File: config.mk
export PLATFORM = sky130hd
export DESIGN_NAME = alu_issue_ctrl_flat
export DESIGN_NICKNAME = d
export VERILOG_FILES = /design/src/rtl/alu_pkg.sv /design/src/rtl/alu_issue_ctrl_if.sv /design/src/rtl/alu_funct_decode.sv /design/src/rtl/alu_issue_ctrl.sv /design/src/flat_wrapper.sv
export SDC_FILE = /design/constraint.sdc
export NUM_CORES = 1
export LEC_CHECK = 0
export BUFFER_PORTS_ARGS = -buffer_cell sky130_fd_sc_hd__buf_2
export CORE_MARGIN = 2
export CORE_UTILIZATION = 40
export DETAILED_ROUTE_END_ITERATION = 8
export GPL_TIMING_DRIVEN = 0
export PLACE_DENSITY_LB_ADDON = 0.15
export SLEW_MARGIN = 20
export SYNTH_ARGS = -nofsm -noshare
export SYNTH_HDL_FRONTEND = slang
export SYNTH_SLANG_ARGS = --single-unit
File: constraint.sdc
create_clock -name clk -period 1.96 [get_ports clk]
set_input_delay 0.196 -clock clk [delete_from_list [all_inputs] [get_ports clk]]
set_output_delay 0.196 -clock clk [all_outputs]
set_load 0.01 [all_outputs]
File: src/rtl/alu_pkg.sv
// ALU issue controller shared definitions: ALU op codes, MIPS funct codes,
// exception codes and FSM state encoding.
package alu_pkg;

    localparam logic [3:0] ALU_ADD  = 4'd0;
    localparam logic [3:0] ALU_SUB  = 4'd1;
    localparam logic [3:0] ALU_AND  = 4'd2;
    localparam logic [3:0] ALU_OR   = 4'd3;
    localparam logic [3:0] ALU_NOR  = 4'd4;
    localparam logic [3:0] ALU_SLT  = 4'd5;
    localparam logic [3:0] ALU_SLL  = 4'd6;
    localparam logic [3:0] ALU_SRL  = 4'd7;
    localparam logic [3:0] ALU_MULT = 4'd8;
    localparam logic [3:0] ALU_DIV  = 4'd9;

    localparam logic [5:0] OP_RTYPE = 6'h00;

    localparam logic [5:0] F_SLL  = 6'h00;
    localparam logic [5:0] F_SRL  = 6'h02;
    localparam logic [5:0] F_MFHI = 6'h10;
    localparam logic [5:0] F_MFLO = 6'h12;
    localparam logic [5:0] F_MULT = 6'h18;
    localparam logic [5:0] F_DIV  = 6'h1A;
    localparam logic [5:0] F_ADD  = 6'h20;
    localparam logic [5:0] F_ADDU = 6'h21;
    localparam logic [5:0] F_SUB  = 6'h22;
    localparam logic [5:0] F_SUBU = 6'h23;
    localparam logic [5:0] F_AND  = 6'h24;
    localparam logic [5:0] F_OR   = 6'h25;
    localparam logic [5:0] F_NOR  = 6'h27;
    localparam logic [5:0] F_SLT  = 6'h2A;

    localparam logic [1:0] EXC_NONE    = 2'd0;
    localparam logic [1:0] EXC_OVF     = 2'd1;
    localparam logic [1:0] EXC_ILLEGAL = 2'd2;
    localparam logic [1:0] EXC_TIMEOUT = 2'd3;

    localparam logic [1:0] S_IDLE  = 2'd0;
    localparam logic [1:0] S_ISSUE = 2'd1;
    localparam logic [1:0] S_WAIT  = 2'd2;
    localparam logic [1:0] S_WB    = 2'd3;

endpackage

File: src/rtl/alu_issue_ctrl_if.sv
// Bundle of decode request, ALU en/done bus and writeback/exception strobes.
// master = issue controller, slave = decode + ALU + regfile side.
interface alu_issue_ctrl_if;

    logic        req_valid;
    logic        req_ready;
    logic [5:0]  req_opcode;
    logic [5:0]  req_funct;
    logic [4:0]  req_shamt;
    logic [31:0] req_rs_data;
    logic [31:0] req_rt_data;
    logic [4:0]  req_rd;

    logic        alu_en;
    logic [3:0]  alu_control;
    logic [31:0] alu_srcA;
    logic [31:0] alu_srcB;
    logic [31:0] alu_result;
    logic [31:0] alu_hi;
    logic [31:0] alu_lo;
    logic        alu_overflow;
    logic        alu_done;

    logic        wb_valid;
    logic [4:0]  wb_addr;
    logic [31:0] wb_data;
    logic        exc_valid;
    logic [1:0]  exc_code;

    modport master (
        input  req_valid, req_opcode, req_funct, req_shamt,
        input  req_rs_data, req_rt_data, req_rd,
        output req_ready,
        output alu_en, alu_control, alu_srcA, alu_srcB,
        input  alu_result, alu_hi, alu_lo, alu_overflow, alu_done,
        output wb_valid, wb_addr, wb_data, exc_valid, exc_code
    );

    modport slave (
        output req_valid, req_opcode, req_funct, req_shamt,
        output req_rs_data, req_rt_data, req_rd,
        input  req_ready,
        input  alu_en, alu_control, alu_srcA, alu_srcB,
        output alu_result, alu_hi, alu_lo, alu_overflow, alu_done,
        input  wb_valid, wb_addr, wb_data, exc_valid, exc_code
    );

endinterface

File: src/rtl/alu_funct_decode.sv
// Combinational R-type decoder: opcode/funct -> ALU op and control flags.
// Ports: opcode, funct in; alu_control, uses_shamt, is_mfhi, is_mflo,
// writes_rd, ovf_trap, illegal out.
module alu_funct_decode
    import alu_pkg::*;
(
    input  logic [5:0] opcode,
    input  logic [5:0] funct,
    output logic [3:0] alu_control,
    output logic       uses_shamt,
    output logic       is_mfhi,
    output logic       is_mflo,
    output logic       writes_rd,
    output logic       ovf_trap,
    output logic       illegal
);

    logic rt;

    assign rt = (opcode == OP_RTYPE);

    always_comb begin
        alu_control = ALU_ADD;
        uses_shamt  = 1'b0;
        is_mfhi     = 1'b0;
        is_mflo     = 1'b0;
        writes_rd   = 1'b1;
        ovf_trap    = 1'b0;
        illegal     = 1'b0;
        unique case (1'b1)
            (rt && funct == F_ADD): begin
                alu_control = ALU_ADD;
                ovf_trap    = 1'b1;
            end
            (rt && funct == F_ADDU): alu_control = ALU_ADD;
            (rt && funct == F_SUB): begin
                alu_control = ALU_SUB;
                ovf_trap    = 1'b1;
            end
            (rt && funct == F_SUBU): alu_control = ALU_SUB;
            (rt && funct == F_AND):  alu_control = ALU_AND;
            (rt && funct == F_OR):   alu_control = ALU_OR;
            (rt && funct == F_NOR):  alu_control = ALU_NOR;
            (rt && funct == F_SLT):  alu_control = ALU_SLT;
            (rt && funct == F_SLL): begin
                alu_control = ALU_SLL;
                uses_shamt  = 1'b1;
            end
            (rt && funct == F_SRL): begin
                alu_control = ALU_SRL;
                uses_shamt  = 1'b1;
            end
            (rt && funct == F_MULT): begin
                alu_control = ALU_MULT;
                writes_rd   = 1'b0;
            end
            // Divide-by-zero arrives on alu_overflow and traps.
            (rt && funct == F_DIV): begin
                alu_control = ALU_DIV;
                writes_rd   = 1'b0;
                ovf_trap    = 1'b1;
            end
            (rt && funct == F_MFHI): is_mfhi = 1'b1;
            (rt && funct == F_MFLO): is_mflo = 1'b1;
            default: begin
                illegal   = 1'b1;
                writes_rd = 1'b0;
            end
        endcase
    end

endmodule

File: src/rtl/alu_issue_ctrl.sv
// Issue controller: takes one R-type op per handshake, drives the ALU, and
// emits a regfile writeback or exception. Ports: clk, rst_n, bus (master).
module alu_issue_ctrl
    import alu_pkg::*;
#(
    parameter int TIMEOUT_CYCLES = 8
) (
    input  logic clk,
    input  logic rst_n,
    alu_issue_ctrl_if.master bus
);

    localparam int CW = $clog2(TIMEOUT_CYCLES + 1);
    localparam logic [CW-1:0] CNT_LAST = CW'(TIMEOUT_CYCLES - 1);

    logic [1:0]    state;
    logic [CW-1:0] cnt;
    logic [3:0]    ctrl_q;
    logic [31:0]   srca_q;
    logic [31:0]   srcb_q;
    logic [31:0]   res_q;
    logic [4:0]    rd_q;
    logic          wr_q;
    logic          trap_q;
    logic          mfhi_q;
    logic          mflo_q;
    logic [1:0]    exc_q;

    logic [3:0] d_ctrl;
    logic       d_shamt;
    logic       d_mfhi;
    logic       d_mflo;
    logic       d_wr;
    logic       d_trap;
    logic       d_ill;
    logic       hs;

    alu_funct_decode u_dec (
        .opcode      (bus.req_opcode),
        .funct       (bus.req_funct),
        .alu_control (d_ctrl),
        .uses_shamt  (d_shamt),
        .is_mfhi     (d_mfhi),
        .is_mflo     (d_mflo),
        .writes_rd   (d_wr),
        .ovf_trap    (d_trap),
        .illegal     (d_ill)
    );

    assign hs            = bus.req_valid && bus.req_ready;
    assign bus.req_ready = (state == S_IDLE);
    assign bus.alu_en    = (state == S_ISSUE);
    assign bus.alu_control = ctrl_q;
    assign bus.alu_srcA    = srca_q;
    assign bus.alu_srcB    = srcb_q;

    always_ff @(posedge clk or negedge rst_n) begin
        if (!rst_n) begin
            state  <= S_IDLE;
            cnt    <= '0;
            ctrl_q <= '0;
            srca_q <= '0;
            srcb_q <= '0;
            res_q  <= '0;
            rd_q   <= '0;
            wr_q   <= 1'b0;
            trap_q <= 1'b0;
            mfhi_q <= 1'b0;
            mflo_q <= 1'b0;
            exc_q  <= EXC_NONE;
        end else begin
            unique case (state)
                S_IDLE: begin
                    if (hs) begin
                        rd_q   <= bus.req_rd;
                        wr_q   <= d_wr;
                        trap_q <= d_trap;
                        mfhi_q <= d_mfhi;
                        mflo_q <= d_mflo;
                        res_q  <= '0;
                        exc_q  <= d_ill ? EXC_ILLEGAL : EXC_NONE;
                        if (d_ill || d_mfhi || d_mflo) begin
                            state <= S_WB;
                        end else begin
                            ctrl_q <= d_ctrl;
                            srca_q <= d_shamt ?
                                {27'd0, bus.req_shamt} :
                                bus.req_rs_data;
                            srcb_q <= bus.req_rt_data;
                            state  <= S_ISSUE;
                        end
                    end
                end
                S_ISSUE: begin
                    cnt   <= '0;
                    state <= S_WAIT;
                end
                S_WAIT: begin
                    if (bus.alu_done) begin
                        res_q <= bus.alu_result;
                        if (trap_q && bus.alu_overflow)
                            exc_q <= EXC_OVF;
                        ctrl_q <= '0;
                        srca_q <= '0;
                        srcb_q <= '0;
                        state  <= S_WB;
                    end else if (cnt == CNT_LAST) begin
                        exc_q  <= EXC_TIMEOUT;
                        ctrl_q <= '0;
                        srca_q <= '0;
                        srcb_q <= '0;
                        state  <= S_WB;
                    end else begin
                        cnt <= cnt + 1'b1;
                    end
                end
                S_WB: begin
                    cnt   <= '0;
                    state <= S_IDLE;
                end
                default: state <= S_IDLE;
            endcase
        end
    end

    // MFHI/MFLO read the live hi/lo ports during WB.
    always_comb begin
        bus.wb_valid  = 1'b0;
        bus.wb_addr   = '0;
        bus.wb_data   = '0;
        bus.exc_valid = 1'b0;
        bus.exc_code  = EXC_NONE;
        if (state == S_WB) begin
            if (exc_q != EXC_NONE) begin
                bus.exc_valid = 1'b1;
                bus.exc_code  = exc_q;
            end else if (wr_q && rd_q != 5'd0) begin
                bus.wb_valid = 1'b1;
                bus.wb_addr  = rd_q;
                bus.wb_data  = mfhi_q ? bus.alu_hi :
                               mflo_q ? bus.alu_lo : res_q;
            end
        end
    end

endmodule

File: src/flat_wrapper.sv
// flat-port wrapper written by rule: the top's interface ports become plain ports
module alu_issue_ctrl_flat import alu_pkg::*;
#(
    parameter int TIMEOUT_CYCLES = 8
)
  (clk, rst_n, bus_req_valid, bus_req_opcode, bus_req_funct, bus_req_shamt, bus_req_rs_data, bus_req_rt_data, bus_req_rd, bus_req_ready, bus_alu_en, bus_alu_control, bus_alu_srcA, bus_alu_srcB, bus_alu_result, bus_alu_hi, bus_alu_lo, bus_alu_overflow, bus_alu_done, bus_wb_valid, bus_wb_addr, bus_wb_data, bus_exc_valid, bus_exc_code);
  alu_issue_ctrl_if bus_i ();
  input  logic clk;
  input  logic rst_n;
  input wire logic [$bits(bus_i.req_valid)-1:0] bus_req_valid;
  input wire logic [$bits(bus_i.req_opcode)-1:0] bus_req_opcode;
  input wire logic [$bits(bus_i.req_funct)-1:0] bus_req_funct;
  input wire logic [$bits(bus_i.req_shamt)-1:0] bus_req_shamt;
  input wire logic [$bits(bus_i.req_rs_data)-1:0] bus_req_rs_data;
  input wire logic [$bits(bus_i.req_rt_data)-1:0] bus_req_rt_data;
  input wire logic [$bits(bus_i.req_rd)-1:0] bus_req_rd;
  output wire logic [$bits(bus_i.req_ready)-1:0] bus_req_ready;
  output wire logic [$bits(bus_i.alu_en)-1:0] bus_alu_en;
  output wire logic [$bits(bus_i.alu_control)-1:0] bus_alu_control;
  output wire logic [$bits(bus_i.alu_srcA)-1:0] bus_alu_srcA;
  output wire logic [$bits(bus_i.alu_srcB)-1:0] bus_alu_srcB;
  input wire logic [$bits(bus_i.alu_result)-1:0] bus_alu_result;
  input wire logic [$bits(bus_i.alu_hi)-1:0] bus_alu_hi;
  input wire logic [$bits(bus_i.alu_lo)-1:0] bus_alu_lo;
  input wire logic [$bits(bus_i.alu_overflow)-1:0] bus_alu_overflow;
  input wire logic [$bits(bus_i.alu_done)-1:0] bus_alu_done;
  output wire logic [$bits(bus_i.wb_valid)-1:0] bus_wb_valid;
  output wire logic [$bits(bus_i.wb_addr)-1:0] bus_wb_addr;
  output wire logic [$bits(bus_i.wb_data)-1:0] bus_wb_data;
  output wire logic [$bits(bus_i.exc_valid)-1:0] bus_exc_valid;
  output wire logic [$bits(bus_i.exc_code)-1:0] bus_exc_code;
  assign bus_i.req_valid = bus_req_valid;
  assign bus_i.req_opcode = bus_req_opcode;
  assign bus_i.req_funct = bus_req_funct;
  assign bus_i.req_shamt = bus_req_shamt;
  assign bus_i.req_rs_data = bus_req_rs_data;
  assign bus_i.req_rt_data = bus_req_rt_data;
  assign bus_i.req_rd = bus_req_rd;
  assign bus_req_ready = bus_i.req_ready;
  assign bus_alu_en = bus_i.alu_en;
  assign bus_alu_control = bus_i.alu_control;
  assign bus_alu_srcA = bus_i.alu_srcA;
  assign bus_alu_srcB = bus_i.alu_srcB;
  assign bus_i.alu_result = bus_alu_result;
  assign bus_i.alu_hi = bus_alu_hi;
  assign bus_i.alu_lo = bus_alu_lo;
  assign bus_i.alu_overflow = bus_alu_overflow;
  assign bus_i.alu_done = bus_alu_done;
  assign bus_wb_valid = bus_i.wb_valid;
  assign bus_wb_addr = bus_i.wb_addr;
  assign bus_wb_data = bus_i.wb_data;
  assign bus_exc_valid = bus_i.exc_valid;
  assign bus_exc_code = bus_i.exc_code;
  alu_issue_ctrl #(.TIMEOUT_CYCLES(TIMEOUT_CYCLES)) u_core (.clk(clk), .rst_n(rst_n), .bus(bus_i));
endmodule
# After elaboration in Yosys (flattened, before gate mapping)
# Index checks and enable logic that the tools add are counted.
[word_totals]
ff_bits = 117
out_inout_bits = 111
word_cells = 127
in_bits = 187
[classes]
reduce_logical = 38
n_addsub = 1
eq_ne = 24
muxes = 52
[op_table]
columns = ["cell", "n"]
rows = [
  ["$mux 32", 14],
  ["$pmux 32 s2", 3],
  ["$eq 6x6->1 const B", 8],
  ["$pmux 4 s9", 1],
  ["$eq 6x5->1 const B", 4],
  ["$mux 4", 6],
  ["$mux 2", 10],
  ["$logic_and 1x1->1", 17],
  ["$pmux 4 s2", 2],
  ["$mux 5", 3],
  ["$reduce_or 14->1", 1],
  ["$logic_not 6->1", 2],
  ["$reduce_or 12->1", 1],
  ["$mux 1", 11],
  ["$ne 2x2->1 const B", 5],
  ["$pmux 2 s4", 1],
  ["$reduce_and 4->1", 2],
  ["$eq 6x2->1 const B", 1],
  ["$ne 3x2->1 const B", 2],
  ["$reduce_and 3->1", 2],
  ["$reduce_bool 2->1", 3],
  ["$reduce_or 2->1", 3],
  ["$reduce_bool 5->1", 1],
  ["$add 4x1->4 const B", 1],
  ["8 further kinds", 11],
]

# Depth between registers and ports, before layout
[depth]
word_depth = 9
mapped_depth = 9
mapped_depth_nobuf = 7

# By module
# From an unflattened synthesis, not the netlist that was laid out.
[hier_totals]
hier_cells = 509
area_unflattened_um2 = 5600.4
[modules_own_cells]
columns = ["mod", "n_inst", "cells_each", "area_per_inst_um2", "seq_area_each_um2"]
rows = [
  ["alu_issue_ctrl", 1, 465, 5350.1, 2927.8],
  ["alu_funct_decode", 1, 44, 250.2, 0.0],
]

# Least setup slack after synthesis
# No wires, ideal clock.
[synth_path]
path_kind = "reg2reg"
startpoint = "register u_core.state[0]"
endpoint = "register u_core.srcb_q[3] (netlist: u_core.bus.alu_srcB[3])"
t_arrival_ns = 1.955
path_slack_ns = -0.123
period_less_slack_ns = 2.083
setup_ns = 0.128
path_buffers = 2
required_time_ns = 1.832
path_stages_with_launch = 9
cell_sequence = "dfrtp_1 -> inv_1 -> ha_1 -> clkbuf_1 -> nand2_1 -> a311oi_2 -> o21ai_2 -> buf_2 -> mux2_1"
[synth_via]
elab_chain_len = 4
elab_cells_between_ends = 9
cone_classes = "eq/ne: 4; mux: 1; reduce/logical: 4"
[synth_lines]
columns = ["element", "line", "text"]
rows = [
  ["start, declared", "alu_issue_ctrl.sv:16", "logic [1:0] state;"],
  ["start signal, assigned", "alu_issue_ctrl.sv:59", "state <= S_IDLE;"],
  ["start signal, assigned", "alu_issue_ctrl.sv:83", "state <= S_WB;"],
  ["start signal, assigned", "alu_issue_ctrl.sv:90", "state <= S_ISSUE;"],
  ["$logic_not 2->1 *", "alu_issue_ctrl.sv:51", "assign bus.req_ready = (state == S_IDLE);"],
  ["via bus_req_ready", "flat_wrapper.sv:17", "output wire logic [$bits(bus_i.req_ready)-1:0] bus_req_ready;"],
  ["$logic_and 1x1->1", "alu_issue_ctrl.sv:50", "assign hs = bus.req_valid && bus.req_ready;"],
  ["$ne 2x2->1 (no source line)", "n/a", ""],
  ["$reduce_and 4->1 (no source line)", "n/a", ""],
  ["end signal, assigned", "alu_issue_ctrl.sv:89", "srcb_q <= bus.req_rt_data;"],
  ["end, declared", "alu_issue_ctrl.sv:20", "logic [31:0] srcb_q;"],
]
# The timed path passes the listed nets; every way through them passes the cells marked *.
# A chain may end at the register's enable or synchronous reset.

# Final worst setup path
[layout_path]
startpoint = "register u_core.rd_q[1]"
endpoint = "output port bus_wb_data[23]"
[layout_via]
elab_chain_len = 5
[layout_lines]
columns = ["element", "line", "text"]
rows = [
  ["start, declared", "alu_issue_ctrl.sv:22", "logic [4:0] rd_q;"],
  ["start signal, assigned", "alu_issue_ctrl.sv:75", "rd_q <= bus.req_rd;"],
  ["$reduce_bool 5->1", "alu_issue_ctrl.sv:137", "end else if (wr_q && rd_q != 5'd0) begin"],
  ["$logic_and 1x1->1", "alu_issue_ctrl.sv:137", ""],
  ["$mux 32", "alu_issue_ctrl.sv:137", ""],
  ["$mux 32", "alu_issue_ctrl.sv:134", "if (exc_q != EXC_NONE) begin"],
  ["$mux 32", "alu_issue_ctrl.sv:133", "if (state == S_WB) begin"],
  ["end, declared", "flat_wrapper.sv:29", "output wire logic [$bits(bus_i.wb_data)-1:0] bus_wb_data;"],
]
# Every way passes these cells.

==> summary.txt <==
Status
  • Status: finished with violations
  • Failing checks: setup timing

Yosys
  • Synth warnings: 0
  • Leading cell types by count after synthesis: dfrtp_1 (117), nor2_1 (80), mux2i_1 (64)
  • Yosys cell types: 48
  • EDFF count, synth: 0
  • Top post-synthesis cells by area: dfrtp_1 (48%), mux2i_1 (10%), mux2_2 (6.3%), nor2_1 (4.9%), a22o_1 (4.7%)
  • Mapped Area: 6110 µm²
  • #FFs+latches synth: 117
  • Avg Inst Size Synth: 10.0 µm²
  • Syn Nets: 802
  • Ys flop type: dfrtp_1
  • Yosys top cell area share: 47.9%
  • Synth Instances: 610
  • Yosys top cell by area: dfrtp_1
  • Asr flop ratio synth: 100%
  • Most frequent cell after synthesis: dfrtp_1
  • Register area share after synthesis: 47.9%

Route
  • Iteration-0 DRC Markers: 293
  • Post-route ant nets: 0
  • DR vias: 5847
  • Vias per inst: 4.95
  • Post-DR wirelength/cell: 16.9 µm
  • DRT Pass-1 Iters: 4
  • Detailed Route WL: 20000 µm
  • DRC: 0

Layout
  • Layout cells sized above 1: 46.5%
  • Antenna cell count: 0
  • Non-filler instance count after layout: 1181
  • Final core occ: 64.0%
  • Layout net count: 1172
  • Fill cell count: 1315
  • Post-Layout Inst Area: 9660 µm²
  • Area growth syn-to-layout: 57.9%

Global route
  • Vias in the first global route: 5866
  • Total track usage: 24.3%
  • Met1 Usage GRT: 29.2%
  • First-pass GRT wire length: 30600 µm
  • Busiest grt layer: met2
  • Grt met2 use: 41.7%
  • Met3 Usage GRT: 6.62%
  • Initial antenna violation count: 0
  • GRT overflow: 0
  • Largest net degree at the start of global routing: 66

Pwr
  • VDD IR max: 0.806 mV
  • Leak: 0.00513 µW
  • Power Total: 14300 µW
  • Power Density: 1480 nW/µm²

STA
  • Tightest Pin Transition: 0.529 ns
  • RSZ-0062 raised after global routing: yes
  • Worst setup margin: -0.234 ns
  • Max_slew headroom: 64.7%
  • Hold Fails Final Rpt: 0
  • Final Cycle Share: 112%
  • Clock skew: 0.00703 ns
  • Crit path time final: 2.19 ns
  • Slew Viols, Final: 0
  • Final setup fails: 96
  • Max Fclk: 456 MHz

Critical path
  • R2R depth: 11
  • Arr. time, crit path: 2.00 ns
  • Required time of the worst setup path: 1.76 ns
  • Crit Path Class: register to primary output
  • CP endpoint kind: primary output
  • CP max FO: 8
  • CP Launch Type: register

Placed design
  • DP Area: 7850 µm²
  • Dpl ws: -0.444 ns
  • Buffers on Ports: 292
  • GPL Wtd Cong: 0.813
  • Dpl cells: 1091
  • Hpwl dp: 14000 µm

Clocking
  • Worst-Skew Late Latency: 0.41 ns
  • CTS tree: done
  • CTS Buf Count: 17
  • CTS Buffer Depth: 2
  • TritonCTS Sinks: 117
  • Reg clk slew, reported paths: 0.06 ns
  • CTS Root Cell: clkbuf_16
  • H-tree levels: 4

Floorplan
  • Die area: 16300 µm²
  • Core footprint: 15100 µm²
  • Initial Util: 40.5%
  • I/O pin count: 298
  • Chip width: 128 µm
  • Die Height: 128 µm
  • Row count: 45

Hold path
  • WHS Path Cells: 3
  • Hold WC Path Type: primary input to register

Job
  • Max_cap viols: 0
-- critical path, stage by stage (launching register included) --
cell,delay [ns]
dfrtp_1,0.38
or4_4,0.56
o21ai_4,0.16
buf_12,0.16
clkbuf_16,0.15
nor2_1,0.04
buf_2,0.14
-- report_power, final --
group / switching, µW / internal (µW)
clock: 1170 / 2140
sequential: 622 / 3490
combinational: 3220 / 3680
-- final cells by class --
class	count	area, µm²	area share, %
Multi-Input combinational cell	415	3180	33.0
Sequential cell	117	2930	30.3
Timing Repair Buffer	354	2200	22.8
Clock buffer	17	425	4.41
Buffer	42	350	3.63
Tap cell	188	235	2.44
Clock inverter	15	205	2.13
Inverter	33	126	1.31
-- final timing paths --
kind,start,to,slack [ns]
max in group asynchronous,rst_n,u_core.res_q[17],0.96
min in group asynchronous,rst_n,u_core.bus.alu_srcB[7],0.30
setup / recovery,u_core.rd_q[1],bus_wb_data[23],-0.23
setup reg to reg,u_core.state[0],u_core.bus.alu_srcA[15],-0.08
hold reg to reg,u_core.trap_q,u_core.trap_q,0.48
hold / removal,bus_req_rs_data[12],u_core.bus.alu_srcA[12],0.02
-- layer usage --
| metal | up-vias | wire [µm] |
|---|---|---|
| met1 | 2745 | 8180 |
| li1 | 2832 | - |
| met4 | 0 | 408 |
| met2 | 239 | 9940 |
| met5 | - | 0 |
| met3 | 31 | 1440 |
-- state kept, by name, indices dropped and copies added (netlist names) --
signal,flops
u_core.bus.alu_srcA,32
u_core.bus.alu_srcB,32
u_core.res_q,32
u_core.rd_q,5
u_core.bus.alu_control,4
u_core.cnt,4
u_core.exc_q,2
u_core.state,2
u_core.mfhi_q,1
u_core.mflo_q,1
u_core.trap_q,1
u_core.wr_q,1
-- cells by family after synthesis --
group	Yosys count	synth area share, %
buffers and inverters	78	5.30
XOR/XNOR	1	0.143
adder cells (fa/ha/maj)	6	1.19
flip-flops	117	47.9
AND/OR/NAND/NOR	197	15.3
multiplexers	110	18.9
AO/OA/AOI/OAI	101	11.3
-- stage by stage --
step | hold WS, ns | setup TNS, ns
after floorplan | -0.0996 | -1.25
after global placement | 0.412 | -141.24
after detailed placement | 0.189 | -38.98
after CTS | 0.000715 | -11.20
after global routing | 0.00909 | -15.24
final | 0.0216 | -8.71
-- cell usage in the layout, fill, tap and decap left out, types with 3 or more instances in the layout --
cell type	instances
a21oi_1	37
a22o_1	33
a31oi_1	6
and2_1	8
buf_12	8
buf_16	3
buf_2	296
buf_4	13
buf_6	9
buf_8	7
bufinv_16	4
clkbuf_1	7
clkbuf_16	19
clkbuf_2	11
clkbuf_4	3
clkinv_4	4
clkinvlp_4	3
dfrtp_1	117
dlygate4sd3_1	34
inv_1	31
mux2_2	5
mux2_4	41
mux2i_1	63
nand2_1	38
nand2b_1	5
nor2_1	70
nor2_2	7
nor2_4	3
nor2b_1	35
nor3_1	5
o21ai_0	10
or3_1	3
-- timing repair --
| item | 4_1_cts | 5_1_grt |
|---|---|---|
| hold buffers | 34 | 0 |
| endpoints found under the hold margin | 85 | 0 |
| gates cloned | 9 | 0 |
| setup endpoints to repair | 135 | 133 |
| buffers inserted | 17 | 5 |
| pin swaps | 24 | 7 |
| gates resized for setup | 102 | 68 |
Power figures use the tool's default switching activity.
